[src/rtl/serial_dac_tx_if.sv]
// Sample-side and DAC-pin signals of the serial DAC transmitter.
// The generator drives tick/din/ch_en; the transmitter drives the pins and status.
interface serial_dac_tx_if #(
  parameter int N_CH       = 2,
  parameter int DATA_WIDTH = 12
);
  logic                       tick;
  logic [N_CH*DATA_WIDTH-1:0] din;
  logic [N_CH-1:0]            ch_en;
  logic                       sclk;
  logic                       sdi;
  logic                       cs_n;
  logic                       ldac_n;
  logic                       busy;
  logic                       done;
  logic                       overrun;

  modport master (output tick, din, ch_en,
                  input  sclk, sdi, cs_n, ldac_n, busy, done, overrun);
  modport slave  (input  tick, din, ch_en,
                  output sclk, sdi, cs_n, ldac_n, busy, done, overrun);
endinterface

[src/rtl/serial_dac_tx.sv]
// Multi-channel SPI-style DAC transmitter: per tick, one {addr,data} frame per enabled
// channel, MSB first, then a common ldac_n strobe. All outputs registered.
module serial_dac_tx #(
  parameter int DATA_WIDTH  = 12,
  parameter int FRAME_BITS  = 16,
  parameter int N_CH        = 2,
  parameter int SCLK_DIV    = 2,
  parameter int CS_GAP      = 2,
  parameter int LDAC_CYCLES = 2
) (
  input logic           clk,
  input logic           rst,
  serial_dac_tx_if.slave bus
);
  localparam int HW = FRAME_BITS - DATA_WIDTH;
  localparam int CW = (N_CH > 1) ? $clog2(N_CH) : 1;
  localparam int BW = (FRAME_BITS > 1) ? $clog2(FRAME_BITS) : 1;
  localparam int DW = (SCLK_DIV > 1) ? $clog2(SCLK_DIV) : 1;
  localparam int GW = (CS_GAP > 1) ? $clog2(CS_GAP) : 1;
  localparam int LW = (LDAC_CYCLES > 1) ? $clog2(LDAC_CYCLES) : 1;

  typedef enum logic [1:0] {IDLE, SHIFT, GAP, LDAC} state_t;

  state_t                             state;
  logic [N_CH-1:0][DATA_WIDTH-1:0]    din_q;
  logic [N_CH-1:0][DATA_WIDTH-1:0]    din_w;
  logic [N_CH-1:0]                    en_q;
  logic [CW-1:0]                      ch;
  logic [FRAME_BITS-1:0]              shreg;
  logic [BW-1:0]                      bit_cnt;
  logic [DW-1:0]                      div_cnt;
  logic [GW-1:0]                      gap_cnt;
  logic [LW-1:0]                      ldac_cnt;
  logic                               empty_q;
  logic sclk_q, sdi_q, cs_n_q, ldac_n_q, busy_q, done_q, ovr_q;

  logic [CW-1:0]         first_ch, next_ch;
  logic                  next_vld;
  logic [FRAME_BITS-1:0] first_frame, next_frame;

  assign din_w = bus.din;

  // Lowest enabled channel at tick, and next enabled channel above the current one.
  always_comb begin
    first_ch = '0;
    next_ch  = '0;
    next_vld = 1'b0;
    for (int i = N_CH-1; i >= 0; i--) begin
      if (bus.ch_en[i]) first_ch = CW'(i);
      if (en_q[i] && (CW'(i) > ch)) begin
        next_ch  = CW'(i);
        next_vld = 1'b1;
      end
    end
  end

  assign first_frame = {HW'(first_ch), din_w[first_ch]};
  assign next_frame  = {HW'(next_ch),  din_q[next_ch]};

  always_ff @(posedge clk or posedge rst) begin
    if (rst) begin
      state    <= IDLE;
      din_q    <= '0;
      en_q     <= '0;
      ch       <= '0;
      shreg    <= '0;
      bit_cnt  <= '0;
      div_cnt  <= '0;
      gap_cnt  <= '0;
      ldac_cnt <= '0;
      empty_q  <= 1'b0;
      sclk_q   <= 1'b0;
      sdi_q    <= 1'b0;
      cs_n_q   <= 1'b1;
      ldac_n_q <= 1'b1;
      busy_q   <= 1'b0;
      done_q   <= 1'b0;
      ovr_q    <= 1'b0;
    end else begin
      done_q  <= 1'b0;
      empty_q <= 1'b0;
      ovr_q   <= bus.tick && (state != IDLE);
      case (state)
        IDLE: begin
          done_q <= empty_q;
          if (bus.tick) begin
            din_q <= bus.din;
            en_q  <= bus.ch_en;
            if (bus.ch_en == '0) begin
              empty_q <= 1'b1;
            end else begin
              ch      <= first_ch;
              sdi_q   <= first_frame[FRAME_BITS-1];
              shreg   <= first_frame << 1;
              cs_n_q  <= 1'b0;
              sclk_q  <= 1'b0;
              div_cnt <= '0;
              bit_cnt <= '0;
              busy_q  <= 1'b1;
              state   <= SHIFT;
            end
          end
        end
        SHIFT: begin
          if (div_cnt == DW'(SCLK_DIV-1)) begin
            div_cnt <= '0;
            if (!sclk_q) begin
              sclk_q <= 1'b1;
            end else if (bit_cnt == BW'(FRAME_BITS-1)) begin
              sclk_q  <= 1'b0;
              cs_n_q  <= 1'b1;
              gap_cnt <= '0;
              state   <= GAP;
            end else begin
              // sdi moves only on the falling sclk cycle
              sclk_q  <= 1'b0;
              sdi_q   <= shreg[FRAME_BITS-1];
              shreg   <= shreg << 1;
              bit_cnt <= bit_cnt + 1'b1;
            end
          end else begin
            div_cnt <= div_cnt + 1'b1;
          end
        end
        GAP: begin
          if (gap_cnt == GW'(CS_GAP-1)) begin
            if (next_vld) begin
              ch      <= next_ch;
              sdi_q   <= next_frame[FRAME_BITS-1];
              shreg   <= next_frame << 1;
              cs_n_q  <= 1'b0;
              div_cnt <= '0;
              bit_cnt <= '0;
              state   <= SHIFT;
            end else begin
              ldac_n_q <= 1'b0;
              ldac_cnt <= '0;
              state    <= LDAC;
            end
          end else begin
            gap_cnt <= gap_cnt + 1'b1;
          end
        end
        LDAC: begin
          if (ldac_cnt == LW'(LDAC_CYCLES-1)) begin
            ldac_n_q <= 1'b1;
            busy_q   <= 1'b0;
            done_q   <= 1'b1;
            state    <= IDLE;
          end else begin
            ldac_cnt <= ldac_cnt + 1'b1;
          end
        end
        default: state <= IDLE;
      endcase
    end
  end

  assign bus.sclk    = sclk_q;
  assign bus.sdi     = sdi_q;
  assign bus.cs_n    = cs_n_q;
  assign bus.ldac_n  = ldac_n_q;
  assign bus.busy    = busy_q;
  assign bus.done    = done_q;
  assign bus.overrun = ovr_q;
endmodule
[src/flat_wrapper.sv]
// flat-port wrapper written by rule: the top's interface ports become plain ports
module serial_dac_tx_flat 
#(
  parameter int DATA_WIDTH  = 12,
  parameter int FRAME_BITS  = 16,
  parameter int N_CH        = 2,
  parameter int SCLK_DIV    = 2,
  parameter int CS_GAP      = 2,
  parameter int LDAC_CYCLES = 2
)
  (clk, rst, bus_tick, bus_din, bus_ch_en, bus_sclk, bus_sdi, bus_cs_n, bus_ldac_n, bus_busy, bus_done, bus_overrun);
  serial_dac_tx_if #(.N_CH(N_CH), .DATA_WIDTH(DATA_WIDTH)) bus_i ();
  input logic clk;
  input logic rst;
  input wire logic [$bits(bus_i.tick)-1:0] bus_tick;
  input wire logic [$bits(bus_i.din)-1:0] bus_din;
  input wire logic [$bits(bus_i.ch_en)-1:0] bus_ch_en;
  output wire logic [$bits(bus_i.sclk)-1:0] bus_sclk;
  output wire logic [$bits(bus_i.sdi)-1:0] bus_sdi;
  output wire logic [$bits(bus_i.cs_n)-1:0] bus_cs_n;
  output wire logic [$bits(bus_i.ldac_n)-1:0] bus_ldac_n;
  output wire logic [$bits(bus_i.busy)-1:0] bus_busy;
  output wire logic [$bits(bus_i.done)-1:0] bus_done;
  output wire logic [$bits(bus_i.overrun)-1:0] bus_overrun;
  assign bus_i.tick = bus_tick;
  assign bus_i.din = bus_din;
  assign bus_i.ch_en = bus_ch_en;
  assign bus_sclk = bus_i.sclk;
  assign bus_sdi = bus_i.sdi;
  assign bus_cs_n = bus_i.cs_n;
  assign bus_ldac_n = bus_i.ldac_n;
  assign bus_busy = bus_i.busy;
  assign bus_done = bus_i.done;
  assign bus_overrun = bus_i.overrun;
  serial_dac_tx #(.DATA_WIDTH(DATA_WIDTH), .FRAME_BITS(FRAME_BITS), .N_CH(N_CH), .SCLK_DIV(SCLK_DIV), .CS_GAP(CS_GAP), .LDAC_CYCLES(LDAC_CYCLES)) u_core (.clk(clk), .rst(rst), .bus(bus_i));
endmodule
[config.mk]
export PLATFORM = sky130hd
export DESIGN_NAME = serial_dac_tx_flat
export DESIGN_NICKNAME = d
export VERILOG_FILES = /design/src/rtl/serial_dac_tx_if.sv /design/src/rtl/serial_dac_tx.sv /design/src/flat_wrapper.sv
export SDC_FILE = /design/constraint.sdc
export NUM_CORES = 1
export LEC_CHECK = 0
export BUFFER_PORTS_ARGS = -buffer_cell sky130_fd_sc_hd__buf_2
export CORE_AREA = 2 2 99 101
export CTS_BUF_LIST = sky130_fd_sc_hd__clkbuf_2
export DETAILED_ROUTE_END_ITERATION = 10
export DIE_AREA = 0 0 101 103
export GPL_ROUTABILITY_DRIVEN = 0
export PLACE_DENSITY_LB_ADDON = 0.3
export SYNTH_ARGS = -nofsm -noshare
export SYNTH_HDL_FRONTEND = slang
export SYNTH_SLANG_ARGS = --single-unit
[constraint.sdc]
create_clock -name clk -period 2.6 [get_ports clk]
set_input_delay 0.52 -clock clk [delete_from_list [all_inputs] [get_ports clk]]
set_output_delay 0.52 -clock clk [all_outputs]
set_load 0.005 [all_outputs]
======== After elaboration in Yosys (flattened, before gate mapping) ========
Cells that the tools add are included.
operators by class
  mux-type cells .......................... 76
  equality and inequality tests ........... 14
  order comparisons ....................... 4
  reductions and logical operators ........ 23
  add/sub/neg operators ................... 4
operators by type and width
  operator                                                                      count
  16-bit 2-to-1 mux                                                             7
  12-bit 2-to-1 mux                                                             4
  16-bit one-hot mux with 3 select lines                                        1
  1-bit 2-to-1 mux                                                              37
  4-bit 2-to-1 mux                                                              7
  2-bit 2-to-1 mux                                                              8
  4-bit AND reduction                                                           4
  8-bit AND reduction                                                           2
  1-bit one-hot mux with 2 select lines                                         7
  2-bit by 1-bit inequality test with 1-bit output, second input constant       6
  4-bit one-hot mux with 3 select lines                                         1
  2-bit nonzero test                                                            6
  5-bit AND reduction                                                           2
  1-bit one-hot mux with 3 select lines                                         3
  2-bit inequality test, second input constant                                  4
  2-bit one-hot mux with 4 select lines                                         1
  7-bit AND reduction                                                           1
  4-bit by 1-bit adder with 4-bit output, second input constant                 1
  2-bit == test, second input constant                                          2
  4-bit == test, second input constant                                          1
  2-bit zero test                                                               2
  1-bit by 2-bit less-than comparator with 1-bit output, second input constant  2
  1-bit adder, second input constant                                            3
  1-bit logical AND                                                             3
  5 further kinds                                                               6
storage, ports and cells
  register bits ........................... 60
  input port bits ......................... 29
  logic and storage cells ................. 139

======== Depth between registers and ports, before layout ========
Gate-level depths: netlist of the first run.
  depth in word-level cells ............... 9
  mapped depth ............................ 8
  depth with buffers taken out ............ 6

======== Worst setup path after synthesis of the first run ========
OpenSTA, ideal clock, no wires.
  kind .................................... register to register
  start point ............................. register u_core.state[1]
  end point ............................... register u_core.bit_cnt[0]
  setup time .............................. 0.125 ns
  cell stages (with the launch flop) ...... 9
  buffers on the path ..................... 2
  data required time ...................... 2.475 ns
  arrival time ............................ 1.698 ns
  path slack .............................. 0.776 ns
  cell sequence ........................... dfrtp_1 -> inv_1 -> ha_1 -> buf_6 -> nor2b_4 -> nor3_4 -> nand3_2 -> buf_6 -> mux2_4
between the ends
  word-level cells in the longest chain between the ends .. 3
  elaborated cells on any way between the ends .. 13
  those cells by class .................... eq/ne (9); mux (1); reduce/logical (3)
ends and longest elaborated chain
  element                                                           line                  text
  start, declared                                                   serial_dac_tx.sv:24   state_t state;
  start signal, assigned                                            serial_dac_tx.sv:62   state <= IDLE;
  start signal, assigned                                            serial_dac_tx.sv:100  state <= SHIFT;
  start signal, assigned                                            serial_dac_tx.sv:113  state <= GAP;
  2-bit by 1-bit == test with 1-bit output (tied with other cells)  serial_dac_tx.sv:83   case (state)
  2-bit inequality test (no source line) (tied with other cells)    n/a
  8-bit AND reduction (no source line)                              n/a
  end signal, assigned                                              serial_dac_tx.sv:119  bit_cnt <= bit_cnt + 1'b1;
  end, declared                                                     serial_dac_tx.sv:30   logic [BW-1:0] bit_cnt;
Several ways; a longest one is shown, not always the timed one.
A chain may end at the register's enable or synchronous reset.

======== Worst setup path after layout of the first run ========
  start point ............................. register u_core.state[0]
  end point ............................... register u_core.shreg[7]
between the ends
  word-level cells in the longest chain between the ends .. 3
  elaborated cells on any way between the ends .. 13
  those cells by class .................... eq/ne (9); mux (1); reduce/logical (3)
ends and longest elaborated chain
  element                                                           line                  text
  2-bit by 1-bit == test with 1-bit output (tied with other cells)  serial_dac_tx.sv:83
  2-bit inequality test (no source line) (tied with other cells)    n/a
  8-bit AND reduction (no source line)                              n/a
  end signal, assigned                                              serial_dac_tx.sv:94   shreg <= first_frame << 1;
  end signal, assigned                                              serial_dac_tx.sv:118  shreg <= shreg << 1;
  end signal, assigned                                              serial_dac_tx.sv:130  shreg <= next_frame << 1;
  end, declared                                                     serial_dac_tx.sv:29   logic [FRAME_BITS-1:0] shreg;
Several ways; a longest one is shown, not always the timed one.

==> metrics.cfg, run 1 <==
[sta]
max-slew-margin-rel_pct = 39.1
rsz0062_at_grt = no
tightest_slew_ns = 0.914
final_hold_viol_count = 0
skew_ns = 0.0384
finalCritPeriodShare_pct = 84.0
fmax_ghz = 0.458
holdWs_ns = 0.227
finalSetupTns_ns = 0
drv_slew = 0
min_period_ns = 2.19
setup_viol = 0

[place]
dp_cells = 417
numPortBuffers = 35
place_hpwl_um = 4840

[outcome]
outcome = finished, final reports clean

[final_layout]
antenna_cells = 0
final_cells = 434
drive_above_1_share_pct = 36.3
area_delta_synth_final_pct = 10.2
nNetsFinal = 352

[worst_setup_path]
ff2ff_path_depth = 4
reg2reg_setup_slack_ns = 0.41
crit_fanout = 29
worstPathArrival_ns = 2.60
startpoint_type = flop
cp.required_ns = 3.02
r2r-start = u_core.state[0]$_DFFE_PP0P_
end_kind = flop
regToRegEndpoint = u_core.shreg[7]$_DFFE_PP0P_
cp-startpoint = u_core.state[0]$_DFFE_PP0P_
setup.worst_path.class = reg -> reg

[power_and_ir_drop]
power.leakage_nw = 1.78
ir_drop_v = 0.000224
p_total_mw = 1.56
power_density_nw_per_um2 = 433

[synth]
synth_top_area_share_pct = 43.0
synthCells = 281
synth.distinct_cells = 45
yosysTopAreaCell = dfrtp_1
synth_edf_count = 0
yosys_warnings = 0
ys_top_cells_by_area = dfrtp_1 (43%), mux2_2 (9.3%), mux2_4 (7.4%)
syn-num-nets = 318
syn_area_sq_um = 3260
synthFlopType = dfrtp_1
syn_area_per_cell_sq_um = 11.6
synthArstFlopShare_pct = 100
yosysSeqAreaShare_pct = 44.6
synth-seq-cells = 58

[floorplanning]
dieArea_sq_um = 10400
coreArea_sq_um = 9460
die_w_um = 101
row_count = 36
initial_core_util_pct = 34.5
die_h_um = 103
io_pins = 36

[global_route]
antenna_found_initial = 0
grt_overflow = 0
track_usage_pct = 15.4
grt_pass1_vias = 2407
grt_pass1_wl_um = 12200
grt_start_max_net_pins = 43

[clock_tree]
cts_tree = done
cts_max_level = 3
cts_buffers = 9
cts_buffer_depth = 2
postCtsSetupBuffers = 0
clk_pin_slew_ns = 0.19
clock-sinks = 58
clock_latency_ns = 0.52
cts_root_buf = clkbuf_2

[detailed_routing]
vias_per_cell = 5.19
ant_nets = 0
vias = 2252
detail_route.wl_per_cell_um = 16.6
routed_wl_um = 7190
drtPass1Iterations = 4
drt_iter0_drc = 119
drc = 0

[run]
max-cap-violations = 0

[hold_path]
hp-start = bus_din[19]
hp-class = in -> reg
min_to = u_core.din_q[19]$_DFFE_PP0P_
hold_path_depth = 2

-- where the power goes --
part	leakage [nW]	internal, mW	switching (mW)
registers	0.775	0.905	0.000592
clock network	0.0630	0.217	0.358
logic	0.942	0.0292	0.0468
total	1.78	1.15	0.406
-- registers in the layout (all words and copies together), names as in the netlist, 2 cells and up --
signal	count
u_core.shreg	15
u_core.din_q	24
u_core.state	2
u_core.bit_cnt	4
-- cells in the mapped netlist, types with 2 or more instances --
| cell type | count |
|---|---|
| mux2i_1 | 6 |
| clkbuf_1 | 3 |
| and3_2 | 2 |
| o21ai_0 | 2 |
| ha_1 | 8 |
| inv_1 | 8 |
| buf_6 | 4 |
| nand3_1 | 24 |
| and3_1 | 2 |
| clkbuf_8 | 5 |
| nor2b_1 | 2 |
| a22oi_1 | 2 |
| a211oi_1 | 11 |
| nand2_1 | 23 |
| buf_2 | 7 |
| a21oi_1 | 10 |
| nand4_1 | 2 |
| mux2_4 | 16 |
| a41oi_1 | 10 |
| mux2_2 | 27 |
| dfrtp_1 | 56 |
| nor2_1 | 12 |
| a41oi_2 | 2 |
| dfstp_2 | 2 |
| and3b_1 | 11 |
| nor2b_4 | 2 |
| o2bb2ai_1 | 4 |
-- cell type report --
cell class              instances  area, sq um
multi-input cells             195         1610
inverters                       8         30.0
repair buffers                 43          250
well taps                     114          143
fillers                       948         5870
clock inverters                 6         57.6
clock buffers                  10         50.0
flip-flops and latches         58         1450
-- stage by stage --
stage	area [sq um]	util, %	worst slack, ns
2_1_floorplan	3260	-	0.655
3_3_place_gp	3470	36.7	0.550
3_5_place_dp	3470	36.7	0.470
4_1_cts	3590	38.0	0.444
5_1_grt	3590	38.0	0.207
6_report	3590	38.0	0.415
-- placed cells by master (no fill, tap or decap), types with 2 or more instances in the layout --
cell type    n
nor2b_1      2
nor2_1      12
dfstp_2      2
a41oi_2      2
buf_2       35
nand2_1     23
nand4_1      2
ha_1         8
a211oi_1    11
dfrtp_1     56
nand3_1     24
nor2b_4      2
mux2i_1      6
inv_1        7
a41oi_1     10
and3_2       2
mux2_2      27
clkinvlp_4   2
clkinv_1     2
a21oi_1     10
mux2_4      16
a22oi_1      2
o2bb2ai_1    4
o21ai_0      2
buf_4        6
and3b_1     11
clkbuf_2    10
and3_1       2
-- logic make-up (layout without fill, tap and decap cells) --
logic type | after synthesis | count (layout) | share of synthesized area [%]
AOI/OAI and AO/OA | 48 | 48 | 11.9
adders and majority gates | 8 | 8 | 3.07
DFF | 58 | 58 | 44.6
muxes | 49 | 49 | 18.5
buffers and inverters | 28 | 67 | 6.07
and+or+nand+nor | 90 | 90 | 15.8
-- worst max path at each step --
stage	end	slack, ns	depth (start not counted)
finish	u_core.shreg[7]$_DFFE_PP0P_	0.41	4
global route	u_core.shreg[6]$_DFFE_PP0P_	0.21	4
CTS	u_core.shreg[6]$_DFFE_PP0P_	0.44	4
detailed placement	u_core.shreg[3]$_DFFE_PP0P_	0.47	4
global placement	u_core.shreg[13]$_DFFE_PP0P_	0.55	6
floorplan	u_core.bit_cnt[0]$_DFFE_PP0P_	0.66	1
-- what timing repair did --
action,4_1_cts,5_1_grt
endpoints found under the hold margin,13,0
resized for setup,0,0
hold buffers,1,0
-- per-layer routing --
metal | part of all wire (%) | global-route usage (%) | up-vias
met2 | 50 | 26.6 | 27
met4 | 2.1 | 6.86 | 0
met5 | 0 | 0 | -
met1 | 45 | 18.6 | 1113
li1 | - | - | 1101
met3 | 2.4 | 3.39 | 11
-- critical path, cell delays in order, from the launching register on --
cell,delay (ns)
dfrtp_1,0.47
inv_1,0.14
ha_1,0.92
a41oi_1,0.23
mux2_4,0.32
(Power assumes the default switching activity.)
==> run 2: changes to the inputs <==
==> constraint.sdc (replaced) <==
create_clock -name clk -period 2.2 [get_ports clk]
set_input_delay 0.44 -clock clk [delete_from_list [all_inputs] [get_ports clk]]
set_output_delay 0.44 -clock clk [all_outputs]
set_load 0.005 [all_outputs]
==> metrics.cfg, run 2 (synthesized netlist as in run 1, its figures left out) <==
[floorplanning]
io_pins = 36
dieArea_sq_um = 10400
die_w_um = 101
coreArea_sq_um = 9460
row_count = 36
die_h_um = 103
initial_core_util_pct = 34.5

[final_layout]
max_flop_register = u_core.din_q
drive_above_1_share_pct = 37.9
fillCellCount = 952
final_cell_mix = dfrtp_1 (56), buf_2 (35), mux2_2 (27)
finish.utilization_pct = 39.0
layout_commonest_cell = dfrtp_1
antenna_cells = 0
seq_area_sq_um = 1450
nNetsFinal = 359
top_regs = u_core.din_q: 24 flops, u_core.shreg: 15 flops, u_core.bit_cnt: 4 flops
largest_reg_flops = 24
multi_input_area_sq_um = 1610
fin_area_sq_um = 3690
area_delta_synth_final_pct = 13.3

[power_and_ir_drop]
power_density_nw_per_um2 = 526
p_total_mw = 1.94
power.leakage_nw = 1.84
ir_drop_v = 0.000250

[global_route]
grt_pass1_vias = 2443
grt_pass1_wl_um = 12100
grt_start_max_net_pins = 38
grt_overflow = 0
track_usage_pct = 15.1
antenna_found_initial = 0

[place]
dpl_cell_area_sq_um = 3550
place_hpwl_um = 4950
numPortBuffers = 35

[sta]
final_hold_viol_count = 0
drv_slew = 0
setup_viol = 0
min_period_ns = 1.95
finalCritPeriodShare_pct = 88.6
skew_ns = 0.0316
max-slew-margin-rel_pct = 66.8
finalSetupTns_ns = 0
fmax_ghz = 0.513
tightest_slew_ns = 0.497
holdWs_ns = 0.180
rsz0062_at_grt = no

[clock_tree]
cts_max_level = 3
cts_root_buf = clkbuf_2
cts_buffers = 9
cts_buffer_depth = 2
postCtsSetupBuffers = 0
cts_tree = done
clk_pin_slew_ns = 0.19
clock-sinks = 58
clock_latency_ns = 0.49

[hold_path]
hp-class = in -> reg

[run]
max-cap-violations = 0

[detailed_routing]
ant_nets = 0
routed_wl_um = 7190
detail_route.wl_per_cell_um = 16.3
drt_iter0_drc = 100
drc = 0
drtPass1Iterations = 4
vias = 2333
vias_per_cell = 5.29

[worst_setup_path]
crit_fanout = 18
end_kind = flop
startpoint_type = flop
worstPathArrival_ns = 2.31
cp.required_ns = 2.56
setup.worst_path.class = reg -> reg

[outcome]
outcome = finished, final reports clean

-- run 2: cell types whose count changed in the layout (fill, tap and decap cells not counted) --
cell        change
clkinvlp_4      -1
buf_12          +2
buf_4           +5
clkinv_2        +1
bufinv_16       +1
clkinv_1        -1
-- run 2: cell type report --
cell class,instances,area share (%)
multi-input combinational,195,43.5
sequential,58,39.4
timing repair buffer,50,8.88
tap,114,3.86
clock inverter,6,2.20
clock buffer,10,1.36
inverter,8,0.813
-- run 2: path summary, 6_finish.rpt --
check	start	endpoint	slack [ns]	cells after the start
max	u_core.state[1]$_DFFE_PP0P_	u_core.shreg[10]$_DFFE_PP0P_	0.25	7
min	bus_din[16]	u_core.din_q[16]$_DFFE_PP0P_	0.18	2
max reg2reg	u_core.state[1]$_DFFE_PP0P_	u_core.shreg[10]$_DFFE_PP0P_	0.25	7
min reg2reg	u_core.din_q[11]$_DFFE_PP0P_	u_core.din_q[11]$_DFFE_PP0P_	0.53	1
max in group asynchronous	rst	u_core.bus.cs_n$_DFFE_PP1P_	1.07	4
min in group asynchronous	rst	u_core.din_q[4]$_DFFE_PP0P_	0.50	3
-- run 2: layer usage --
metal	GRT usage, %	vias to the layer above	wire [um]
met4	6.96	0	149
met3	2.31	13	228
li1	-	1118	-
met1	18.5	1160	3120
met2	26.4	42	3690
met5	0	-	0
-- run 2: per-stage QoR --
| stage | setup slack (ns) | instances |
|---|---|---|
| final | 0.251 | 441 |
| after global routing | 0.113 | 441 |
| after CTS | 0.247 | 441 |
| after detailed placement | 0.263 | 424 |
| after global placement | 0.286 | 424 |
| after floorplan | 0.335 | 281 |
-- run 2: timing repair --
action / 4_1_cts / 5_1_grt
hold endpoints to repair: 21 / 0
gates resized for setup: 0 / 0
hold buffers: 1 / 0
endpoints found under the setup margin: 0 / 0
-- run 2: report_power, final --
part           switching, mW  total (mW)  internal (mW)
Sequential          0.000790        1.07           1.07
Clock                  0.408       0.782          0.374
Combinational         0.0555      0.0911         0.0356
-- run 2: critical path: stages, from the launching register on --
cell	delay, ns
dfrtp_1	0.45
inv_1	0.16
ha_1	0.22
nor2b_4	0.23
nor3_4	0.07
nand3_2	0.06
buf_4	0.32
mux2_4	0.33
